File: src/rtl/bcd_convert_ctrl_pkg.sv
// Shared constants for the sequential binary-to-BCD converter:
// FSM state encodings and the shift-and-add-3 digit adjust constants.
package bcd_convert_ctrl_pkg;

  localparam logic [1:0] ST_IDLE  = 2'd0;
  localparam logic [1:0] ST_SHIFT = 2'd1;
  localparam logic [1:0] ST_DONE  = 2'd2;

  localparam int unsigned BCD_DIGIT_W    = 4;
  localparam logic [3:0]  BCD_ADJ_THRESH = 4'd5;
  localparam logic [3:0]  BCD_ADJ_ADD    = 4'd3;

endpackage

File: src/rtl/bcd_convert_ctrl_if.sv
// Request/result bundle of the BCD converter. The requester drives start/bin,
// the converter drives busy/done and the registered bcd/blank result.
interface bcd_convert_ctrl_if #(
  parameter int unsigned BIN_W  = 14,
  parameter int unsigned DIGITS = 5
);
  import bcd_convert_ctrl_pkg::*;

  logic                  start;
  logic [BIN_W-1:0]      bin;
  logic                  busy;
  logic                  done;
  logic [4*DIGITS-1:0]   bcd;
  logic [DIGITS-1:0]     blank;

  modport master (output start, output bin, input busy, input done, input bcd, input blank);
  modport slave  (input start, input bin, output busy, output done, output bcd, output blank);

endinterface

File: src/rtl/bcd_convert_ctrl_digit_adj.sv
// Double-dabble digit correction: a BCD digit of 5 or more gets +3 before the
// next shift so that it carries correctly into the next decade. 4-bit wrap.
module bcd_convert_ctrl_digit_adj
  import bcd_convert_ctrl_pkg::*;
(
  input  logic [3:0] i_digit,
  output logic [3:0] o_digit
);

  // Combinational add-3 correction
  assign o_digit = (i_digit >= BCD_ADJ_THRESH) ? (i_digit + BCD_ADJ_ADD) : i_digit;

endmodule

File: src/rtl/bcd_convert_ctrl.sv
// Sequential binary-to-BCD converter (shift-and-add-3), one input bit per clock.
// Optional feature macro: BCD_BLANK_EN (leading-zero blank mask on bus.blank).
module bcd_convert_ctrl
  import bcd_convert_ctrl_pkg::*;
#(
  parameter int unsigned BIN_W  = 14,
  parameter int unsigned DIGITS = 5
) (
  input  logic             clk,
  input  logic             rst,
  bcd_convert_ctrl_if.slave bus
);

  localparam int unsigned CNT_W = (BIN_W > 1) ? $clog2(BIN_W) : 1;
  localparam int unsigned SCR_W = 4 * DIGITS;

  logic [1:0]             r_state;
  logic [BIN_W-1:0]       r_shift;
  logic [SCR_W-1:0]       r_scratch;
  logic [CNT_W-1:0]       r_cnt;
  logic [SCR_W-1:0]       r_bcd;

  logic [SCR_W-1:0]       w_adj;
  logic [SCR_W+BIN_W-1:0] w_cat;
  logic [SCR_W-1:0]       w_scratch_nxt;
  logic [BIN_W-1:0]       w_shift_nxt;
  logic                   w_accept;
  logic                   w_last;

  for (genvar g = 0; g < DIGITS; g++) begin : g_adj
    bcd_convert_ctrl_digit_adj u_adj (
      .i_digit (r_scratch[g*BCD_DIGIT_W +: BCD_DIGIT_W]),
      .o_digit (w_adj[g*BCD_DIGIT_W +: BCD_DIGIT_W])
    );
  end

  // Adjusted scratch and the binary operand shift left together as one register
  assign w_cat         = {w_adj, r_shift} << 1;
  assign w_scratch_nxt = w_cat[SCR_W+BIN_W-1:BIN_W];
  assign w_shift_nxt   = w_cat[BIN_W-1:0];

  // DONE accepts a new request exactly like IDLE, allowing back-to-back conversions
  assign w_accept = bus.start && ((r_state == ST_IDLE) || (r_state == ST_DONE));
  assign w_last   = (r_cnt == CNT_W'(BIN_W - 1));

  // FSM state register
  always_ff @(posedge clk) begin
    if (rst) begin
      r_state <= ST_IDLE;
    end else begin
      case (r_state)
        ST_IDLE, ST_DONE: r_state <= bus.start ? ST_SHIFT : ST_IDLE;
        ST_SHIFT:         if (w_last) r_state <= ST_DONE;
        default:          r_state <= ST_IDLE;
      endcase
    end
  end

  // Operand shift, scratch digits and bit counter
  always_ff @(posedge clk) begin
    if (rst) begin
      r_shift   <= '0;
      r_scratch <= '0;
      r_cnt     <= '0;
    end else if (w_accept) begin
      r_shift   <= bus.bin;
      r_scratch <= '0;
      r_cnt     <= '0;
    end else if (r_state == ST_SHIFT) begin
      r_shift   <= w_shift_nxt;
      r_scratch <= w_scratch_nxt;
      r_cnt     <= r_cnt + CNT_W'(1);
    end
  end

  // Result register: loaded with the final shift on the edge that enters DONE
  always_ff @(posedge clk) begin
    if (rst) begin
      r_bcd <= '0;
    end else if ((r_state == ST_SHIFT) && w_last) begin
      r_bcd <= w_scratch_nxt;
    end
  end

`ifdef BCD_BLANK_EN
  logic [DIGITS-1:0] w_blank_nxt;
  logic [DIGITS-1:0] r_blank;

  // Digit k blanks when it and every higher digit are zero; digit 0 never blanks
  always_comb begin
    logic w_zero_above;
    w_blank_nxt  = '0;
    w_zero_above = 1'b1;
    for (int k = DIGITS - 1; k >= 1; k--) begin
      w_zero_above   = w_zero_above && (w_scratch_nxt[k*BCD_DIGIT_W +: BCD_DIGIT_W] == 4'd0);
      w_blank_nxt[k] = w_zero_above;
    end
  end

  // Blank mask registered alongside the result
  always_ff @(posedge clk) begin
    if (rst) begin
      r_blank <= '0;
    end else if ((r_state == ST_SHIFT) && w_last) begin
      r_blank <= w_blank_nxt;
    end
  end

  assign bus.blank = r_blank;
`else
  assign bus.blank = '0;
`endif

  assign bus.busy = (r_state == ST_SHIFT);
  assign bus.done = (r_state == ST_DONE);
  assign bus.bcd  = r_bcd;

endmodule

File: src/flat_wrapper.sv
// flat-port wrapper written by rule: the top's interface ports become plain ports
module bcd_convert_ctrl_flat import bcd_convert_ctrl_pkg::*;
#(
  parameter int unsigned BIN_W  = 14,
  parameter int unsigned DIGITS = 5
)
  (clk, rst, bus_start, bus_bin, bus_busy, bus_done, bus_bcd, bus_blank);
  bcd_convert_ctrl_if #(.BIN_W(BIN_W), .DIGITS(DIGITS)) bus_i ();
  input  logic clk;
  input  logic rst;
  input wire logic [$bits(bus_i.start)-1:0] bus_start;
  input wire logic [$bits(bus_i.bin)-1:0] bus_bin;
  output wire logic [$bits(bus_i.busy)-1:0] bus_busy;
  output wire logic [$bits(bus_i.done)-1:0] bus_done;
  output wire logic [$bits(bus_i.bcd)-1:0] bus_bcd;
  output wire logic [$bits(bus_i.blank)-1:0] bus_blank;
  assign bus_i.start = bus_start;
  assign bus_i.bin = bus_bin;
  assign bus_busy = bus_i.busy;
  assign bus_done = bus_i.done;
  assign bus_bcd = bus_i.bcd;
  assign bus_blank = bus_i.blank;
  bcd_convert_ctrl #(.BIN_W(BIN_W), .DIGITS(DIGITS)) u_core (.clk(clk), .rst(rst), .bus(bus_i));
endmodule
File: config.mk
export PLATFORM = sky130hd
export DESIGN_NAME = bcd_convert_ctrl_flat
export DESIGN_NICKNAME = d
export VERILOG_FILES = /design/src/rtl/bcd_convert_ctrl_pkg.sv /design/src/rtl/bcd_convert_ctrl_if.sv /design/src/rtl/bcd_convert_ctrl_digit_adj.sv /design/src/rtl/bcd_convert_ctrl.sv /design/src/flat_wrapper.sv
export SDC_FILE = /design/constraint.sdc
export NUM_CORES = 1
export LEC_CHECK = 0
export ABC_AREA = 1
export BUFFER_PORTS_ARGS = -buffer_cell sky130_fd_sc_hd__buf_2
export CORE_MARGIN = 5
export CORE_UTILIZATION = 53
export CTS_BUF_LIST = sky130_fd_sc_hd__clkbuf_4
export CTS_CLUSTER_SIZE = 10
export DETAILED_ROUTE_END_ITERATION = 6
export GPL_TIMING_DRIVEN = 0
export PLACE_DENSITY = 0.78
export RECOVER_POWER = 100
export SETUP_SLACK_MARGIN = 0.02
export SYNTH_ARGS = -nofsm -noshare
export SYNTH_HDL_FRONTEND = slang
export SYNTH_SLANG_ARGS = --single-unit
File: constraint.sdc
create_clock -name clk -period 1.2 [get_ports clk]
set_clock_uncertainty 0.05 [all_clocks]
set_input_delay 0.3 -clock clk [delete_from_list [all_inputs] [get_ports clk]]
set_output_delay 0.3 -clock clk [all_outputs]
set_load 0.01 [all_outputs]
==> impl_summary.txt, run 1 <==
----------------------------------------------------
[Worst setup path]
  Delay contributed by the slowest stage of the critical path ... approximately 0.38 ns
  Worst Setup Start Kind ... register
  CP Cell Sequence ... buf_4, buf_6, inv_6, nand2_8, nand2_8, buf_6, a21oi_1, nand2_1, inv_1
  Buffers & Inverters on Critical Path ... 5
  Critical path required time ... approximately 1.5 ns
  Register-to-Register Setup Slack ... -0.32 ns
  Worst r2r path cells ... 9
  Critical Path Sink Type ... register
  Worst R2R End ... u_core.r_scratch[2]
  Slowest CP cell ... sky130_fd_sc_hd__dfxtp_4
  FF-to-FF Start ... u_core.r_state[0]
  Worst-path fanout max ... 6
  Cell family with most CP delay ... buffers and inverters
  CP Data Arrival Time ... approximately 1.8 ns
  Start-to-end type of the worst setup path ... reg -> reg

[Die]
  # IOs ... 44
  Width of the chip ... between 80 and 90 um
  Core Footprint ... between 5000 and 6000 um2
  Number of placement rows ... 27
  Initial cell density of the core ... between 50% and 60%
  Vertical die dimension ... between 80 and 90 um
  Die ar. ... around 7300 um2

[Yosys]
  Syn_area_per_cell ... 6.92 um2
  Total of flip-flops plus latches after synthesis ... 60
  Number of unique standard cell types used by synthesis ... 24
  Number of instances in the synthesized netlist ... around 430
  Cell area after synthesis ... ~3000 um2
  Synthesis warning total ... 0
  Fraction of the yosys area taken by sequential cells ... around two fifths

[Clock network]
  Number of buffers added to fix hold violations after cts ... 0
  H-tree depth reported by CTS ... 3
  CTS tree ... built
  Root Buffer Master ... sky130_fd_sc_hd__clkbuf_4
  Clock transition at the registers of the reported paths ... 0.11 ns
  Number of sinks handled by clock tree synthesis ... 60
  Clock tree buffer depth ... 2
  Worst-Skew Late Latency ... between 0.4 and 0.5 ns
  Total clock buffers created by CTS ... 9

[Detailed routing]
  Post-route ant nets ... 0
  WL final ... 10.8 mm
  Overall via count from detail_route ... 3353
  DRC viols ... 0
  DR iter-0 viols ... approximately 330
  Vias per std cell ... between 5 and 6
  Average routed wire per standard cell ... 17.8 um
  Count of TritonRoute iterations in the first routing pass ... 5

[Global route]
  Antenna violations before repair ... 0
  Global-route wire length before repair ... between 10 and 15 mm
  Total routing usage reported by global routing ... about 24%
  Vias in the first global route ... approximately 3000
  Residual overflow from global routing ... 0
  Pin count of the biggest net entering global routing ... 11

[Finish]
  Commonest cells after routing, fill and taps aside ... sky130_fd_sc_hd__inv_1, sky130_fd_sc_hd__nand2_1, sky130_fd_sc_hd__nor2_1
  Count of filler cells inserted in the layout ... about 300
  Layout cells sized above 1 ... 50.3%
  Antenna fix cells ... 0
  Synthesis-to-finish area growth ... 53.6%
  Final nets ... around 560

[Min path]
  Tightest Hold Check Type ... in -> reg
  Worst Hold Endpoint ... u_core.r_shift[0]
  Worst min-delay path startpoint ... bus_bin[0]
  Worst hold path depth ... 3

[Timing]
  Final number of hold-violating endpoints ... 0
  Fmax ... approximately 0.66 GHz
  Unrepaired setup endpoints after global routing ... true
  Min Clock Period, post-route ... about 1.5 ns
  Final setup margin ... -0.316 ns
  Worst relative slew slack ... between 50% and 60%
  Transition at the pin with the smallest max-transition slack ... between 0.7 and 0.8 ns
  Final period utilization ... 126%
  Setup-failing EPs final ... 82
  Setup tns final ... -10.34 ns
  Max Slew Vio Count ... 0

[Placed design]
  Placer's final routability congestion estimate ... roughly 0.84
  Count of input and output buffers ... 37
  HPWL after detailed placement ... between 4 and 5 mm

[Power]
  Post-layout total power ... between 4 and 5 mW
  Leakage component of the power ... roughly 2.1 nW
  Power density relative to cell area ... between 900 and 1000 nW/um2
  Maximum resistive drop on vdd ... ~0.7 mV

[Run status]
  Violations in the final reports ... setup timing
  Outcome ... complete, but fails checks

[Flow run]
  Max-cap violations ... 0

----------------------------------------------------
==> cells in the mapped netlist <==
cell	number	share of area [%]
sky130_fd_sc_hd__conb_1	1	0.13
sky130_fd_sc_hd__buf_6	3	1.1
sky130_fd_sc_hd__ha_1	12	5.0
sky130_fd_sc_hd__xor2_1	1	0.29
sky130_fd_sc_hd__nand4_1	10	2.1
sky130_fd_sc_hd__nor2_4	1	0.38
sky130_fd_sc_hd__nand2_2	2	0.42
sky130_fd_sc_hd__nand2_1	72	9.0
sky130_fd_sc_hd__buf_2	9	1.5
sky130_fd_sc_hd__clkbuf_2	1	0.17
sky130_fd_sc_hd__buf_1	1	0.13
sky130_fd_sc_hd__dfxtp_1	60	40
sky130_fd_sc_hd__nor3_1	5	0.84
sky130_fd_sc_hd__o21ai_1	2	0.33
sky130_fd_sc_hd__nand3_1	48	8.0
sky130_fd_sc_hd__nor3_2	5	1.7
sky130_fd_sc_hd__inv_2	4	0.50
sky130_fd_sc_hd__xnor2_1	1	0.29
sky130_fd_sc_hd__o21ai_0	32	5.3
sky130_fd_sc_hd__a21oi_1	26	4.3
sky130_fd_sc_hd__buf_4	7	1.8
sky130_fd_sc_hd__inv_1	67	8.4
sky130_fd_sc_hd__nand2_4	1	0.38
sky130_fd_sc_hd__nor2_1	62	7.8
==> report_power, final <==
part           leakage [nW]  switching, mW  internal [mW]  total (mW)
clock network        0.0672          0.745          0.620        1.36
logic                  1.58          0.600          0.416        1.02
registers             0.506         0.0940           2.08        2.18
total                  2.15           1.44           3.12        4.56
==> final cells by class <==
| class | count | area (um2) | area share, % |
|---|---|---|---|
| inverter | 71 | 299 | 6.50 |
| multi-input combinational | 286 | 1900 | 41.2 |
| clock inverter | 4 | 42.5 | 0.924 |
| tap | 72 | 90.1 | 1.96 |
| timing repair buffer | 79 | 737 | 16.0 |
| clock buffer | 10 | 75.1 | 1.63 |
| sequential | 60 | 1260 | 27.3 |
| buffer | 21 | 204 | 4.43 |
==> kinds of logic (layout without fill, tap and decap cells) <==
kind of cell | count (synthesis) | after routing | synth area share (%)
AO/OA/AOI/OAI | 60 | 60 | 10.0
flip-flops | 60 | 60 | 40.1
AND/OR/NAND/NOR | 206 | 207 | 30.6
adder cells (fa/ha/maj) | 12 | 12 | 5.01
XOR/XNOR | 2 | 2 | 0.585
buffers and inverters | 92 | 185 | 13.6
other | 1 | 5 | 0.125
==> worst register-to-register path: cells and delay by family, from the launching register on <==
kind                   cells  cell delay (ns)
buffers and inverters      5             0.46
flip-flops                 1             0.38
AND/OR/NAND/NOR            3             0.36
AO/OA/AOI/OAI              1             0.20
==> state kept, by name (all words and copies together), names as in the netlist <==
name and count:
u_core.r_state 2, u_core.r_cnt 4, u_core.r_scratch 20, u_core.r_shift 14, u_core.bus.bcd 20
==> stage by stage <==
step | hold slack (ns) | area [um2] | utilization, % | setup WS (ns) | cells
finish | 0.0510 | 4600 | 83.6 | -0.316 | 603
floorplan | 0.380 | 3050 | - | 0.0189 | 437
global route | 0.0797 | 4600 | 83.6 | -0.338 | 603
global placement | 0.407 | 3330 | 60.5 | -0.172 | 546
detailed placement | 0.414 | 3330 | 60.5 | -0.180 | 546
CTS | 0.0580 | 4140 | 75.2 | -0.274 | 589
==> timing repair <==
item / CTS / global route
buffers inserted: 24 / 14
pin swaps: 23 / 42
setup endpoints to repair: 79 / 82
gates resized for setup: 140 / 108
gates cloned: 5 / 2
hold endpoints to repair: 0 / 0
==> layer usage <==
| metal | GRT usage (%) | vias to the layer above | routed length (um) |
|---|---|---|---|
| li1 | - | 1559 | - |
| met3 | 5.83 | 42 | 781 |
| met2 | 44.1 | 166 | 5600 |
| met4 | 8.63 | 0 | 384 |
| met5 | 0 | - | 0 |
| met1 | 28.0 | 1586 | 3990 |
==> worst max path at each step <==
stage | slack, ns | end | startpoint | cells after the start
after detailed placement | -0.18 | u_core.bus.bcd[0] | rst | 7
after global routing | -0.34 | u_core.bus.bcd[1] | u_core.r_cnt[1] | 10
after CTS | -0.27 | bus_busy | u_core.r_state[1] | 5
final | -0.32 | u_core.r_scratch[2] | u_core.r_state[0] | 9
after global placement | -0.17 | bus_busy | u_core.r_state[0] | 4
after floorplan | 0.02 | u_core.bus.bcd[12] | u_core.r_cnt[1] | 9
No activity file was read; power rests on OpenSTA's default activity.
==> run 2: changes to the inputs <==
--- a/config.mk
+++ b/config.mk
@@ -7,6 +7,7 @@
 export LEC_CHECK = 0
 export ABC_AREA = 1
 export BUFFER_PORTS_ARGS = -buffer_cell sky130_fd_sc_hd__buf_2
+export CORE_ASPECT_RATIO = 1.5
 export CORE_MARGIN = 5
 export CORE_UTILIZATION = 53
 export CTS_BUF_LIST = sky130_fd_sc_hd__clkbuf_4
==> run 2 against run 1 <==
Effect of this change:
- die area increased by 0.43%
- the flow still finishes with violations (setup timing)
- setup slack got worse by 0.0023 ns
- critical path type unchanged
- via count increased by 2.8%
==> impl_summary.txt, run 2 (synthesis gave the netlist of run 1 again) <==
----------------------------------------------------
[Min path]
  Worst min-delay path startpoint ... bus_bin[0]
  Worst Hold Endpoint ... u_core.r_shift[0]
  Tightest Hold Check Type ... in -> reg
  Worst hold path depth ... 3 (unchanged)

[Global route]
  Global-route wire length before repair ... 14.0 mm (-1.1%)
  Antenna violations before repair ... 0 (unchanged)
  Pin count of the biggest net entering global routing ... 11 (unchanged)
  Vias in the first global route ... 3095 (+0.39%)
  Total routing usage reported by global routing ... 24.4% (-0.058 points)
  Residual overflow from global routing ... 0 (unchanged)

[Clock network]
  H-tree depth reported by CTS ... 3 (unchanged)
  Total clock buffers created by CTS ... 9 (unchanged)
  Worst-Skew Late Latency ... 0.40 ns (-0.03 ns)
  Clock tree buffer depth ... 2 (unchanged)
  Clock transition at the registers of the reported paths ... 0.10 ns (about the same)
  Number of sinks handled by clock tree synthesis ... 60 (unchanged)
  Root Buffer Master ... sky130_fd_sc_hd__clkbuf_4
  CTS tree ... built

[Placed design]
  HPWL after detailed placement ... 4.92 mm (+1.9%)
  Setup WS pre-CTS ... -0.188 ns (-0.00844 ns)
  Count of input and output buffers ... 37 (unchanged)
  Placer's final routability congestion estimate ... 0.882 (+4.6%)
  DP Area ... 3330 um2 (about the same)

[Worst setup path]
  Worst-path fanout max ... 7 (+1)
  Critical path required time ... 1.49 ns (-0.02 ns)
  CP Data Arrival Time ... 1.81 ns (-0.02 ns)
  Worst Setup Start Kind ... register
  Worst R2R End ... u_core.bus.bcd[19]
  Critical Path Sink Type ... register
  FF-to-FF Start ... u_core.r_state[1]
  Start-to-end type of the worst setup path ... reg -> reg
  Register-to-Register Setup Slack ... -0.32 ns (about the same)
  Worst r2r path cells ... 10 (+1)

[Timing]
  Max Slew Vio Count ... 0 (unchanged)
  Worst relative slew slack ... 58.7% (+6.6 points)
  Setup tns final ... -6.73 ns (+3.61 ns)
  Fmax ... 0.659 GHz (-0.15%)
  Final period utilization ... 127% (+0.19 points)
  Setup-failing EPs final ... 59 (-28%)
  Final number of hold-violating endpoints ... 0 (unchanged)
  Transition at the pin with the smallest max-transition slack ... 0.619 ns (-0.0992 ns)
  Min Clock Period, post-route ... 1.52 ns (+0.00226 ns)
  Final setup margin ... -0.318 ns (-0.00226 ns)
  Unrepaired setup endpoints after global routing ... true

[Detailed routing]
  Post-route ant nets ... 0 (unchanged)
  WL final ... 10.9 mm (+1.3%)
  DRC viols ... 0 (unchanged)
  Overall via count from detail_route ... 3446 (+2.8%)
  Count of TritonRoute iterations in the first routing pass ... 5 (unchanged)
  DR iter-0 viols ... 327 (-1.8%)
  Average routed wire per standard cell ... 18.3 um (+2.7%)
  Vias per std cell ... 5.79 (+4.2%)

[Finish]
  Leading cell type in the layout, fill and taps excluded ... sky130_fd_sc_hd__nor2_1
  Commonest cells after routing, fill and taps aside ... sky130_fd_sc_hd__nor2_1, sky130_fd_sc_hd__inv_1, sky130_fd_sc_hd__nand2_1
  Layout cells sized above 1 ... 51.6% (+1.3 points)
  Final nets ... 550 (-1.3%)
  Share of the core filled with cells ... 82.5% (-1.0 points)
  Count of filler cells inserted in the layout ... 305 (+3.0%)
  Synthesis-to-finish area growth ... 51.3%
  Antenna fix cells ... 0 (unchanged)
  Fin area ... 4530 um2 (-1.5%)

[Die]
  Die ar. ... 7290 um2 (+0.43%)
  Width of the chip ... 71.4 um (-16%)
  Initial cell density of the core ... 54.5% (+0.15 points)
  Number of placement rows ... 33 (+22%)
  Core Footprint ... 5490 um2 (-0.27%)
  Vertical die dimension ... 102 um (+20%)
  # IOs ... 44 (unchanged)

[Run status]
  Violations in the final reports ... setup timing
  Outcome ... complete, but fails checks

[Flow run]
  Max-cap violations ... 0 (unchanged)

[Power]
  Power density relative to cell area ... 955 nW/um2 (-3.5%)
  Maximum resistive drop on vdd ... 0.934 mV (+34%)
  Leakage component of the power ... 2.19 nW (+1.8%)

----------------------------------------------------
==> run 2: changes by cell type in the layout (fill, tap and decap cells not counted), moves of 5 or more <==
cell,previous run,this run
sky130_fd_sc_hd__nand2_1,51,40
sky130_fd_sc_hd__nand3_4,2,7
sky130_fd_sc_hd__nand2_4,7,14
sky130_fd_sc_hd__ha_1,6,1
sky130_fd_sc_hd__inv_1,51,46
sky130_fd_sc_hd__a21oi_1,6,20
sky130_fd_sc_hd__nor2_2,12,3
sky130_fd_sc_hd__dfxtp_2,26,33
sky130_fd_sc_hd__dfxtp_1,28,22
sky130_fd_sc_hd__nor2_1,46,58
sky130_fd_sc_hd__nand3_1,33,15
sky130_fd_sc_hd__nand3_2,13,26
sky130_fd_sc_hd__a21oi_2,19,6
sky130_fd_sc_hd__o21ai_2,12,7
==> run 2: final cells by class <==
| cell class | instances | area [um2] | share of cell area [%] |
|---|---|---|---|
| flip-flops and latches | 60 | 1260 | 27.8 |
| well taps | 70 | 87.6 | 1.93 |
| clock buffers | 11 | 82.6 | 1.82 |
| plain buffers | 20 | 188 | 4.14 |
| clock inverters | 4 | 17.5 | 0.387 |
| multi-input cells | 285 | 1960 | 43.2 |
| inverters | 71 | 292 | 6.43 |
| repair buffers | 74 | 646 | 14.2 |
==> run 2: timing repair <==
item,in CTS,in global routing
gates resized for setup,122,138
pin swaps,11,41
setup buffers,21,13
hold buffers,0,0
endpoints found under the setup margin,77,80
hold endpoints to repair,0,0
cloned,3,1
==> run 2: layer usage <==
metal	wire length, um	vias up	track usage, %	share of wire, %
li1	-	1542	-	-
met1	3940	1628	27.5	36
met2	5580	217	42.8	51
met3	768	59	5.31	7.0
met4	621	0	12.4	5.7
met5	0	-	0	0
==> run 2: critical path: stages, from the launching register on <==
cell                      delay [ns]
sky130_fd_sc_hd__dfxtp_2        0.34
sky130_fd_sc_hd__inv_2          0.07
sky130_fd_sc_hd__nand2_4        0.06
sky130_fd_sc_hd__buf_4          0.19
sky130_fd_sc_hd__nor2_4         0.19
sky130_fd_sc_hd__buf_6          0.14
sky130_fd_sc_hd__buf_6          0.10
sky130_fd_sc_hd__nand2_8        0.07
sky130_fd_sc_hd__nand2_1        0.10
sky130_fd_sc_hd__nand2_1        0.07
sky130_fd_sc_hd__inv_1          0.06
==> run 2: metrics by stage <==
| step | hold WS (ns) | std cells | power [mW] |
|---|---|---|---|
| 6_report | 0.0848 | 595 | 4.33 |
| 5_1_grt | 0.0993 | 595 | 4.49 |
| 4_1_cts | 0.0788 | 583 | 4.02 |
| 3_5_place_dp | 0.408 | 544 | 2.77 |
| 3_3_place_gp | 0.405 | 544 | 2.75 |
| 2_1_floorplan | 0.380 | 437 | 2.62 |
==> run 2: power breakdown <==
group	leakage [nW]	switching, mW	internal [mW]	total [mW]
Combinational	1.62	0.573	0.374	0.947
Sequential	0.509	0.0901	2.09	2.18
Clock	0.0616	0.762	0.443	1.21
==> run 2: how the worst max path moves through the flow <==
stage	from	endpoint	slack [ns]	depth (start not counted)
after CTS	u_core.r_state[1]	bus_busy	-0.24	5
after global routing	u_core.r_state[1]	u_core.bus.bcd[1]	-0.39	10
final	u_core.r_state[1]	u_core.bus.bcd[19]	-0.32	10
after detailed placement	rst	u_core.bus.bcd[14]	-0.19	5
after floorplan	u_core.r_cnt[1]	u_core.bus.bcd[12]	0.02	9
after global placement	rst	u_core.bus.bcd[13]	-0.16	5
==> run 3: changes to the inputs <==
==> constraint.sdc (replaced) <==
create_clock -name clk -period 1.2 [get_ports clk]
set_clock_uncertainty 0.05 [all_clocks]
set_input_delay 0.3 -clock clk [delete_from_list [all_inputs] [get_ports clk]]
set_output_delay 0.3 -clock clk [all_outputs]
set_load 0.1 [all_outputs]
==> run 3 against run 2 <==
Effect of this change:
- the run still ends with setup timing left
- clock power fell by 9.9%
- critical path type unchanged
- core utilization rose by 4.2 points
- final area rose by 5.1%
- wire length rose by 8.2%
- register-to-register slack got worse by 0.08 ns
- highest routed layer unchanged
==> impl_summary.txt, run 3 (synthesis gave the netlist of run 1 again) <==
----------------------------------------------------
[Clock network]
  Number of buffers added to fix hold violations after cts ... 0 (unchanged)
  Clock tree buffer depth ... 2 (unchanged)
  Total clock buffers created by CTS ... 9 (unchanged)
  Number of sinks handled by clock tree synthesis ... 60 (unchanged)
  H-tree depth reported by CTS ... 3 (unchanged)
  CTS tree ... built
  Worst-Skew Late Latency ... 0.43 ns (+0.03 ns)
  Root Buffer Master ... sky130_fd_sc_hd__clkbuf_4
  Clock transition at the registers of the reported paths ... 0.10 ns (about the same)

[Placed design]
  HPWL after detailed placement ... 4.94 mm (+0.31%)
  Placer's final routability congestion estimate ... 0.871 (-1.2%)
  Number of instances in the placed design ... 544 (unchanged)
  Count of input and output buffers ... 37 (unchanged)
  DP Area ... 3390 um2 (+1.8%)

[Finish]
  Commonest cells after routing, fill and taps aside ... sky130_fd_sc_hd__nor2_1, sky130_fd_sc_hd__inv_1, sky130_fd_sc_hd__nand2_1
  Fin area ... 4760 um2 (+5.1%)
  Share of the core filled with cells ... 86.7% (+4.2 points)
  Number of non-filler instances in the completed layout ... 600 (+0.84%)
  Area occupied by multi-input gates ... 1830 um2 (-6.3%)
  Synthesis-to-finish area growth ... 59.0%
  Final nets ... 558 (+1.5%)
  Sequential cell area ... 1260 um2 (+0.30%)
  Leading cell type in the layout, fill and taps excluded ... sky130_fd_sc_hd__nor2_1
  Count of filler cells inserted in the layout ... 256 (-16%)
  Layout cells sized above 1 ... 47.3% (-4.4 points)

[Min path]
  Tightest Hold Check Type ... in -> reg

[Timing]
  Max Slew Vio Count ... 0 (unchanged)
  Worst relative slew slack ... 56.9% (-1.9 points)
  Setup tns final ... -11.74 ns (-5.02 ns)
  Setup-failing EPs final ... 77 (+31%)
  Min Clock Period, post-route ... 1.60 ns (+0.0843 ns)
  Transition at the pin with the smallest max-transition slack ... 0.647 ns (+0.0281 ns)
  Fmax ... 0.624 GHz (-5.3%)
  Unrepaired setup endpoints after global routing ... true
  Final setup margin ... -0.402 ns (-0.0843 ns)
  Final period utilization ... 134% (+7.0 points)
  Final number of hold-violating endpoints ... 0 (unchanged)

[Global route]
  Pin count of the biggest net entering global routing ... 11 (unchanged)
  Global Route met1 Usage ... 26.7% (-0.86 points)
  Vias in the first global route ... 3186 (+2.9%)
  Global-route wire length before repair ... 14.4 mm (+3.1%)
  Antenna violations before repair ... 0 (unchanged)
  Met3 usage in global routing ... 5.31% (unchanged)
  Top Usage Layer GRT ... met2
  Total routing usage reported by global routing ... 25.3% (+0.92 points)
  Residual overflow from global routing ... 0 (unchanged)
  Met2 GRT Util ... 45.6% (+2.8 points)

[Detailed routing]
  Average routed wire per standard cell ... 19.7 um (+7.3%)
  Post-route ant nets ... 0 (unchanged)
  DR iter-0 viols ... 424 (+30%)
  Count of TritonRoute iterations in the first routing pass ... 6 (+1)
  Vias per std cell ... 5.89 (+1.7%)
  DRC viols ... 0 (unchanged)
  Overall via count from detail_route ... 3533 (+2.5%)
  WL final ... 11.8 mm (+8.2%)

[Power]
  Maximum resistive drop on vdd ... 0.658 mV (-30%)
  Internal cell power ... 2.88 mW (-0.63%)
  Switching power summed over all nets ... 1.52 mW (+6.5%)
  Logic pwr share ... 25.9% (+4.0 points)
  Sequential Power Share ... 49.2% (-1.1 points)
  Clock network fraction of total power ... 24.8% (-3.0 points)
  Net switching fraction of the power ... 34.5% (+1.5 points)
  Power density relative to cell area ... 924 nW/um2 (-3.2%)
  Leakage component of the power ... 2.25 nW (+3.0%)
  Post-layout total power ... 4.40 mW (+1.7%)

[Die]
  Number of placement rows ... 33 (unchanged)
  # IOs ... 44 (unchanged)
  Core Footprint ... 5490 um2 (unchanged)
  Width of the chip ... 71.4 um (unchanged)
  Initial cell density of the core ... 54.5% (unchanged)
  Die ar. ... 7290 um2 (unchanged)
  Vertical die dimension ... 102 um (unchanged)

[Run status]
  Violations in the final reports ... setup timing
  Outcome ... complete, but fails checks

[Worst setup path]
  Worst-path fanout max ... 7 (unchanged)
  Worst Setup Start Kind ... register
  CP Data Arrival Time ... 1.91 ns (+0.10 ns)
  Critical path required time ... 1.51 ns (+0.02 ns)
  Start-to-end type of the worst setup path ... reg -> reg
  Critical Path Sink Type ... register

[Flow run]
  Max-cap violations ... 0 (unchanged)

----------------------------------------------------
-- run 3: cell type report --
type                            count  area share, %
Sequential cell                    60           26.6
Inverter                           71           6.17
Multi-Input combinational cell    285           38.5
Tap cell                           70           1.84
Antenna cell                        1         0.0525
Clock inverter                      2          0.158
Timing Repair Buffer               81           20.5
Clock buffer                        9           1.42
Buffer                             21           4.78
-- run 3: path summary, 6_finish.rpt --
kind | start | to | slack [ns] | depth (start not counted)
max | u_core.r_state[0] | u_core.bus.bcd[4] | -0.40 | 9
max reg2reg | u_core.r_state[0] | u_core.bus.bcd[4] | -0.40 | 9
min | bus_bin[0] | u_core.r_shift[0] | 0.05 | 3
min reg2reg | u_core.bus.bcd[7] | u_core.bus.bcd[7] | 0.46 | 2
-- run 3: what timing repair did --
item	CTS	global route
gates resized for setup	167	111
pin swaps	12	32
setup buffers	23	15
gates cloned	4	2
setup endpoints to repair	79	82
-- run 3: metrics by stage --
stage	setup WS (ns)	hold WS, ns
after floorplan	-0.0185	0.375
after global placement	-0.388	0.392
after detailed placement	-0.406	0.402
after CTS	-0.347	0.0993
after global routing	-0.414	0.0679
final	-0.402	0.0472
-- run 3: power by group through the flow --
stage          sequential, mW  combinational (mW)  clock [mW]
6_report                 2.17                1.14        1.09
5_1_grt                  2.17                1.21        1.16
4_1_cts                  2.15               0.813        1.02
3_5_place_dp             2.20               0.666           0
3_3_place_gp             2.19               0.650           0
2_1_floorplan            2.18               0.531           0
-- run 3: worst max-delay path: stages (launching register included) --
cell                        delay [ns]
sky130_fd_sc_hd__dfxtp_4          0.40
sky130_fd_sc_hd__nand2_4          0.07
sky130_fd_sc_hd__buf_6            0.15
sky130_fd_sc_hd__nor2_4           0.16
sky130_fd_sc_hd__buf_6            0.13
sky130_fd_sc_hd__bufbuf_16        0.25
sky130_fd_sc_hd__nor2_1           0.04
sky130_fd_sc_hd__nor2_1           0.12
sky130_fd_sc_hd__nand2_1          0.08
sky130_fd_sc_hd__inv_1            0.06
-- run 3: per-layer routing --
layer  wire, um  vias up
met4        802        0
li1           -     1563
met1       3950     1658
met2       6140      237
met3        902       75
met5          0        -
